`src/rtl/traffic_accumulator_stream.sv`:
```
// traffic_accumulator_stream: FIFO-buffered stream with pass, running-sum and windowed-sum output modes
module traffic_accumulator_stream #(
  parameter int NOC_DW     = 32,
  parameter int ACC_DW     = 64,
  parameter int FIFO_DEPTH = 4,
  parameter int WINDOW     = 4
) (
  input  logic                          clk,
  input  logic                          reset,
  input  logic [1:0]                    mode,
  input  logic [NOC_DW-1:0]             s_tdata,
  input  logic                          s_tvalid,
  output logic                          s_tready,
  output logic [NOC_DW-1:0]             m_tdata,
  output logic                          m_tvalid,
  input  logic                          m_tready,
  output logic [ACC_DW-1:0]             acc_out,
  output logic                          overflow,
  output logic [$clog2(FIFO_DEPTH):0]   fifo_count
);
  localparam int AW = $clog2(FIFO_DEPTH);
  localparam int WW = $clog2(WINDOW + 1);
  logic [NOC_DW-1:0] mem_q [FIFO_DEPTH];
  logic [AW-1:0]     wr_q, wr_d, rd_q, rd_d;
  logic [AW:0]       cnt_q, cnt_d;
  logic [NOC_DW-1:0] tdata_q, tdata_d, head;
  logic              tvalid_q, tvalid_d, ovf_q, ovf_d;
  logic [ACC_DW-1:0] acc_q, acc_d;
  logic [WW-1:0]     wcnt_q, wcnt_d;
  logic [1:0]        mode_q;
  logic              push, pop, mode_chg, is_acc, is_win, win_done, load;
  logic [ACC_DW:0]   sum;
  assign s_tready   = reset && (cnt_q < (AW+1)'(FIFO_DEPTH));
  assign m_tdata    = tdata_q;
  assign m_tvalid   = tvalid_q;
  assign acc_out    = acc_q;
  assign overflow   = ovf_q;
  assign fifo_count = cnt_q;
  // handshakes, FIFO pointers and the per-mode datapath; a mode change stalls popping for one cycle
  always_comb begin
    head     = mem_q[rd_q];
    mode_chg = mode != mode_q;
    push     = s_tvalid && s_tready;
    pop      = (cnt_q != '0) && (!tvalid_q || m_tready) && !mode_chg;
    is_acc   = mode_q == 2'b01;
    is_win   = mode_q == 2'b10;
    sum      = {1'b0, acc_q} + {{(ACC_DW-NOC_DW+1){1'b0}}, head};
    win_done = is_win && (wcnt_q == WW'(WINDOW - 1));
    load     = pop && (!is_win || win_done);
    wr_d     = push ? wr_q + 1'b1 : wr_q;
    rd_d     = pop ? rd_q + 1'b1 : rd_q;
    cnt_d    = cnt_q + (AW+1)'(push) - (AW+1)'(pop);
    tvalid_d = load || (tvalid_q && !m_tready);
    tdata_d  = load ? ((is_acc || is_win) ? sum[NOC_DW-1:0] : head) : tdata_q;
    acc_d    = (mode_chg || (pop && win_done)) ? '0 : (pop && (is_acc || is_win)) ? sum[ACC_DW-1:0] : acc_q;
    wcnt_d   = (mode_chg || (pop && win_done)) ? '0 : (pop && is_win) ? wcnt_q + 1'b1 : wcnt_q;
    ovf_d    = ovf_q || (pop && (is_acc || is_win) && sum[ACC_DW]);
  end
  // control and accumulator state with synchronous active-low reset
  always_ff @(posedge clk) begin
    if (!reset) begin
      wr_q     <= '0;
      rd_q     <= '0;
      cnt_q    <= '0;
      tdata_q  <= '0;
      tvalid_q <= 1'b0;
      acc_q    <= '0;
      wcnt_q   <= '0;
      ovf_q    <= 1'b0;
      mode_q   <= mode;
    end else begin
      wr_q     <= wr_d;
      rd_q     <= rd_d;
      cnt_q    <= cnt_d;
      tdata_q  <= tdata_d;
      tvalid_q <= tvalid_d;
      acc_q    <= acc_d;
      wcnt_q   <= wcnt_d;
      ovf_q    <= ovf_d;
      mode_q   <= mode;
    end
  end
  // FIFO storage needs no reset; occupancy is tracked by the pointers
  always_ff @(posedge clk) begin
    if (push) mem_q[wr_q] <= s_tdata;
  end
endmodule
```
`config.mk`:
```
export PLATFORM = sky130hd
export DESIGN_NAME = traffic_accumulator_stream
export DESIGN_NICKNAME = d
export VERILOG_FILES = /design/src/rtl/traffic_accumulator_stream.sv
export SDC_FILE = /design/constraint.sdc
export NUM_CORES = 1
export LEC_CHECK = 0
export BUFFER_PORTS_ARGS = -buffer_cell sky130_fd_sc_hd__buf_2
export CAP_MARGIN = 30
export CORE_AREA = 3 3 215 217
export CTS_CLUSTER_DIAMETER = 60
export DETAILED_ROUTE_END_ITERATION = 8
export DIE_AREA = 0 0 218 220
export GPL_TIMING_DRIVEN = 1
export SYNTH_ARGS = -nofsm -noshare
export SYNTH_HDL_FRONTEND = slang
export SYNTH_SLANG_ARGS = --single-unit
```
`constraint.sdc`:
```
create_clock -name clk -period 8.6 [get_ports clk]
set_input_delay 0.43 -clock clk [delete_from_list [all_inputs] [get_ports clk]]
set_output_delay 0.43 -clock clk [all_outputs]
set_load 0.02 [all_outputs]
```
==> Word level (Yosys, flattened, before mapping) <==
Memories as Yosys holds them, arrays and structs flattened. A register that Yosys moved wholly into a read port is not among the register bits.
Index checks and enable logic that the tools add are counted.
{ "totals": {"ff_bits": 110, "mem_bits_rw": 128, "out_inout_bits": 102, "elab_cells": 50, "mem_count": 1} }
{ "mem_list": {"columns": ["memory", "depth", "word_bits", "read_ports", "rd_ports_with_merged_regs", "write_ports", "line_no", "source"], "rows": [
  ["mem_q", 4, 32, 1, 1, 1, "23", "logic [NOC_DW-1:0] mem_q [FIFO_DEPTH];"]
]} }
{ "classes": {"n_addsub": 6, "order_cmp": 1, "n_eq_ne": 4, "n_mux": 5, "bitwise_logic": 1, "n_reduce_logical": 23} }
{ "ops": {"columns": ["op", "count"], "rows": [
  ["adder 64 x 32 -> 65 bit", 1],
  ["2-to-1 mux 32 bit", 1],
  ["logical AND 1 bit", 11],
  ["logical OR 1 bit", 6],
  ["adder 2 x 1 -> 2 bit (second input constant)", 2],
  ["zero test 1 bit", 4],
  ["2-to-1 mux 2 bit", 2],
  ["adder 3 x 1 -> 3 bit", 1],
  ["adder 3 x 1 -> 3 bit (second input constant)", 1],
  ["== test 3 x 2 -> 1 bit (second input constant)", 1],
  ["less-than comparator 3 bit (second input constant)", 1],
  ["nonzero test 3 bit", 1],
  ["subtractor 3 x 1 -> 3 bit", 1],
  ["== test 2 x 1 -> 1 bit (second input constant)", 1],
  ["== test 2 bit (second input constant)", 1],
  ["2-to-1 mux 1 bit", 2],
  ["inequality test 2 bit", 1],
  ["OR reduction 2 bit", 1],
  ["inverter 1 bit", 1]
]} }

==> Longest topological paths before layout <==
Gate-level depths: netlist of run 1.
{ "depth": {"ltp_word": 7, "mapped_depth": 15, "ltp_nobuf": 12} }

==> Worst setup path before layout of run 1 <==
Ideal clock, no wire load.
{ "synth_timing": {"path_kind": "register to register", "from": "register with a tool-made name", "to": "register acc_q[48], in the netlist acc_out[48]", "arrival_ps": 3682, "required_time_ps": 8530, "setup_slack_ps": 4848, "path_stages_with_launch": 14, "period_less_slack_ps": 3752, "path_cell_list": "dfxtp_1 clkbuf_1 buf_1 mux4_2 ha_1 and4_4 nand2_2 o31ai_4 and2b_1 o2111ai_2 a21oi_2 nor2_2 or4_1 a21oi_1"} }
{ "synth_lines": {"columns": ["element", "line_no", "source"], "rows": [
  ["end signal, assigned", "67", "acc_q <= '0;"],
  ["end signal, assigned", "77", "acc_q <= acc_d;"],
  ["end, declared", "28", "logic [ACC_DW-1:0] acc_q, acc_d;"]
]} }

==> results.cfg, run 1 <==
[sta]
setup_ws_ps = 4070
drv_slew = 0
setup_viol = 0
fin_crit_ps = 4530
fmax_mhz = 221
slew_headroom_pct = 28.6
worst_pin_slew_ps = 1070
hold_viol_final = 0
rsz0062_at_grt = false
fin_setup_tns_ps = 0
worst_clock_skew_ps = 20.6
min_period_over_period_pct = 52.6

[detailed_routing]
wl_per_cell_microns = 18.9
vias_per_cell = 4.78
drt_wl_total_microns = 32600
drc = 0
num_vias = 8271
dr.first_iter.drc_count = 601
dr.pass1.iters = 6
final_antenna_net_count = 0

[floorplanning]
die_height_microns = 220
start_util_pct = 25.0
row_count = 77
die-area_sq_um = 48000
design.core.area_sq_um = 44300
dieWidth_microns = 218
io_pins = 140

[worst_setup_path]
criticalPathCategory = reg -> reg
critPathArrivalTime_ps = 5020
required_ps = 9100
path_delay_family = compound AO/OA/AOI/OAI gates
startpoint_type = flop
worstPathCellList = buf_4 -> mux4_2 -> ha_1 -> and4_4 -> o2111ai_1 -> a21oi_1 -> o21ai_1 -> a41oi_2 -> nand4_1 -> or3_1 -> nand2_1
cp_slowest_cell = dfxtp_2
cpPeakStageDelay_ps = 700
cp_num_buf_inv = 1
end_kind = flop
cp_max_fo = 18

[clock_network]
clkLatencyLatePin_ps = 560
cts.reportedPaths.clkPinSlew_ps = 60
cts_sinks = 240
clockBufferDepth = 3
cts_max_level = 1
cts_hold_buf = 2
cts_resized = 0
cts-root-buf = clkbuf_16
cts_tree = yes
postCtsSetupBuffers = 0
numCtsBuffers = 28

[finish]
final_util_pct = 30.1
final_cell_mix = buf_2 (139), edfxtp_1 (128), nand2_1 (122)
fin_cells = 1730
final_common_cell = buf_2
num-fill-cells = 4583
syn2layout_area_growth_pct = 20.6
fin_area_sq_um = 13300
drive_above_1_share_pct = 21.5
nNetsFinal = 1197

[place]
gp_congestion = 0.863
place_area_sq_um = 12400
dp_cells = 1676
dp_hpwl_microns = 23000
dp_worst_setup_slack_ps = 4100
io_buffers = 139

[yosys]
yosysWarnings = 0
synth_top_area_cell = edfxtp_1
ys_async_sr_fraction_pct = 0
syn_inst = 976
ys_seq_elements = 240
ys.flop_type = edfxtp_1
syn_area_per_cell_sq_um = 11.3
synth_edf_count = 128
ys_seq_area_share_pct = 55.0
yosys-top-cells-area = edfxtp_1 (35%), dfxtp_1 (20%), mux4_2 (6.5%)
synth_cell_types = 68
syn_area_sq_um = 11100
synth_top_cell_area_share_pct = 34.7
synth_nets = 1057

[status]
status = finished clean

[worst_hold_path]
hold_path.class = in -> reg

[power]
ir_drop_uv = 142
powerDensity_nw_per_um2 = 223
power.leakage_uw = 0.00503

[global_routing]
antenna_found_initial = 7
grt_max_degree = 57
grt_pass1_vias = 8036
grt-ovfl-total = 0
grtUsageTotal_pct = 13.2
grt_pass1_wl_microns = 48600

[job]
cap_violations = 0
-- state kept, by name, indices dropped and copies added, names as in the netlist, named ones only --
| signal | cells |
|---|---|
| mem_q | 128 |
| m_tdata | 32 |
| acc_out | 64 |
| mode_q | 2 |
| overflow | 1 |
| m_tvalid | 1 |
| rd_q | 2 |
| wr_q | 2 |
| wcnt_q | 3 |
| fifo_count | 3 |
-- metal layers --
| metal | vias up | global-route usage [%] | wire length (microns) |
|---|---|---|---|
| li1 | 3911 | - | - |
| met1 | 4059 | 16.6 | 14000 |
| met2 | 242 | 22.2 | 15400 |
| met3 | 51 | 4.18 | 2580 |
| met4 | 8 | 2.74 | 591 |
| met5 | - | 0 | 53 |
-- worst paths after layout --
check | startpoint | end | slack [ps] | cells after the start
worst min-delay path | s_tdata[21] | mem_q[2][21]$_DFFE_PP_ | 80 | 1
worst max-delay path | flop | acc_out[63]$_SDFFE_PP0P_ | 4070 | 11
worst max register to register | flop | acc_out[63]$_SDFFE_PP0P_ | 4070 | 11
worst min register to register | m_tdata[2]$_SDFFE_PN0P_ | m_tdata[2]$_SDFFE_PN0P_ | 450 | 2
-- power breakdown --
group	switching, uW	leakage, uW	internal (uW)
Sequential	37.8	0.00207	1270
Combinational	336	0.00253	194
Clock	477	0.000429	667
-- worst register-to-register path, delay by kind of cell (launching register included) --
family | cells | cell delay, ps
adders and majority gates | 1 | 400
buffers and inverters | 1 | 490
AOI/OAI and AO/OA | 4 | 1410
muxes | 1 | 590
and+or+nand+nor | 4 | 900
DFF | 1 | 700
-- stage by stage --
step	hold slack, ps	power (uW)
2_1_floorplan	440	1690
3_3_place_gp	446	1850
3_5_place_dp	445	1860
4_1_cts	57.0	3020
5_1_grt	62.6	3120
6_report	84.5	2980
-- layout make-up --
cell class | count | area, sq um | area share (%)
Clock inverter | 16 | 144 | 1.08
Tap cell | 592 | 741 | 5.55
Inverter | 16 | 60.1 | 0.450
Antenna cell | 1 | 2.50 | 0.0188
Multi-Input combinational cell | 673 | 4720 | 35.3
Timing Repair Buffer | 157 | 856 | 6.41
Sequential cell | 240 | 6090 | 45.6
Clock buffer | 35 | 737 | 5.52
-- synth_stat cells (4+ instances only) --
master / number
edfxtp_1: 128
nand2_1: 122
dfxtp_1: 112
a21oi_1: 72
nor2_1: 69
o21ai_0: 51
ha_1: 41
clkbuf_1: 36
mux4_2: 32
xor2_1: 32
nand3_1: 27
xnor2_1: 24
nand4_1: 22
a31oi_1: 18
inv_1: 15
or3_1: 15
and2_1: 11
and3_1: 11
a21o_1: 10
mux2i_1: 8
a211oi_1: 7
a22o_1: 7
nand2b_1: 7
nor3_1: 7
a311oi_1: 6
o211ai_1: 6
o21bai_1: 6
o21a_1: 5
buf_2: 4
nor2b_1: 4
o31ai_1: 4
-- cell families (layout without fill, tap and decap cells) --
| kind of cell | after synthesis | after routing | share of synthesized area (%) |
|---|---|---|---|
| AOI/OAI and AO/OA | 219 | 219 | 12.5 |
| muxes | 40 | 40 | 7.24 |
| other | 0 | 1 | 0 |
| DFF | 240 | 240 | 55.0 |
| adders and majority gates | 43 | 43 | 5.00 |
| xor gates and xnor gates | 56 | 56 | 4.43 |
| and+or+nand+nor | 315 | 315 | 13.4 |
| buffers and inverters | 63 | 224 | 2.40 |
Note: power is estimated with default switching activity, not from simulation.
==> inputs of run 2 (changes only) <==
- clock period: 8.6 -> 4.6 ns (I/O delays scaled with it)
==> results.cfg, run 2 (same netlist as run 1, synthesis figures left out) <==
[status]
status = finished clean

[worst_setup_path]
ff2ff_path_depth = 12
end_kind = flop
startpoint_type = flop
critPathArrivalTime_ps = 4590
criticalPathCategory = reg -> reg
required_ps = 5020
r2r_slack_ps = 430
cp_max_fo = 19

[sta]
fmax_mhz = 240
min_period_over_period_pct = 90.6
hold_viol_final = 0
worst_pin_slew_ps = 972
rsz0062_at_grt = false
fin_crit_ps = 4170
fin_setup_tns_ps = 0
worst_clock_skew_ps = 18.5
whs_ps = 46.8
drv_slew = 0
setup_viol = 0
slew_headroom_pct = 34.9

[floorplanning]
row_count = 77
design.core.area_sq_um = 44300
die_height_microns = 220
die-area_sq_um = 48000
dieWidth_microns = 218
io_pins = 140
start_util_pct = 25.0

[clock_network]
cts_sinks = 240
clkLatencyLatePin_ps = 570
cts_resized = 0
cts_tree = yes
cts_max_level = 1
clockBufferDepth = 3
cts-root-buf = clkbuf_16
cts_hold_buf = 35
cts.reportedPaths.clkPinSlew_ps = 60
postCtsSetupBuffers = 0
numCtsBuffers = 29

[global_routing]
antenna_found_initial = 0
grt_pass1_wl_microns = 49700
grt-ovfl-total = 0
grt_max_degree = 53
grtUsageTotal_pct = 13.5
grt_pass1_vias = 8206

[detailed_routing]
drc = 0
vias_per_cell = 4.79
wl_per_cell_microns = 18.6
final_antenna_net_count = 0
drt_wl_total_microns = 32900
dr.pass1.iters = 5
num_vias = 8465
dr.first_iter.drc_count = 727

[finish]
syn2layout_area_growth_pct = 24.2
top_register = mem_q
nNetsFinal = 1234
largest_register_ffs = 128
fin_cells = 1767
n_antenna_cell = 0
drive_above_1_share_pct = 21.5
final_common_cell = buf_2
fin_area_sq_um = 13700
final_cell_mix = buf_2 (139), edfxtp_1 (128), nand2_1 (122)

[power]
power.leakage_uw = 0.00521
swShare_pct = 28.9
p_sw_uw = 1650
seq_power_share_pct = 42.5
p_comb_share_pct = 18.2
powerDensity_nw_per_um2 = 416
ir_drop_uv = 286
internal_power_uw = 4060
clock_power_share_pct = 39.3

[worst_hold_path]
holdPathStages = 3
hold_path.class = in -> reg

[place]
dp_hpwl_microns = 23000
io_buffers = 139
place_area_sq_um = 12500
dp_cells = 1679
gp_congestion = 0.858

[job]
cap_violations = 0
## run 2: cell count changes in the layout (fill, tap and decap cells not counted), moves of 2 or more
cell	delta
dlygate4sd3_1	+33
clkbuf_1	+2
clkinv_1	-5
buf_4	+3
## run 2: area by class of cell
cell class	count	area (sq um)
tap	592	741
multi-input combinational	673	4720
inverter	16	60.1
clock buffer	38	769
fill	4539	30600
sequential	240	6090
clock inverter	15	164
timing repair buffer	193	1200
## run 2: worst max-delay path, stage by stage (launching register included)
cell and delay, ps:
dfxtp_2 320, buf_4 380, mux4_2 580, ha_1 380, a2111oi_0 430, o21ai_0 140
o21ai_0 170, a21oi_1 190, o21ai_1 390, a41oi_2 520, nor3b_1 320, xnor2_1 140
nor2_1 50
## run 2: power groups by stage
stage	logic, uW	clock network, uW	registers, uW
finish	1040	2250	2430
CTS	1050	2300	2430
global placement	1000	0	2470
global route	1140	2400	2440
floorplan	630	0	2530
detailed placement	1020	0	2480
## run 2: final timing paths
check	startpoint	end
setup / recovery	flop	acc_out[43]$_SDFFE_PP0P_
hold / removal	reset	fifo_count[1]$_SDFF_PN0_
setup reg to reg	flop	acc_out[43]$_SDFFE_PP0P_
hold reg to reg	m_tdata[2]$_SDFFE_PN0P_	m_tdata[2]$_SDFFE_PN0P_
## run 2: through the flow
stage | total power (uW) | setup WS [ps] | utilization [%]
3_3_place_gp | 3480 | 571 | 28.1
4_1_cts | 5780 | 454 | 31.0
2_1_floorplan | 3160 | 848 | -
6_report | 5720 | 432 | 31.0
3_5_place_dp | 3500 | 504 | 28.1
5_1_grt | 5980 | 81.1 | 31.0
## run 2: metal layers
metal  wire, microns  track usage (%)  up-vias  share of wire, %
li1                -                -     3983                 -
met1           14700             18.5     4165                45
met2           15300             21.9      270                47
met3            2060             2.50       47               6.2
met4             821             3.33        0               2.5
met5               0                0        -                 0
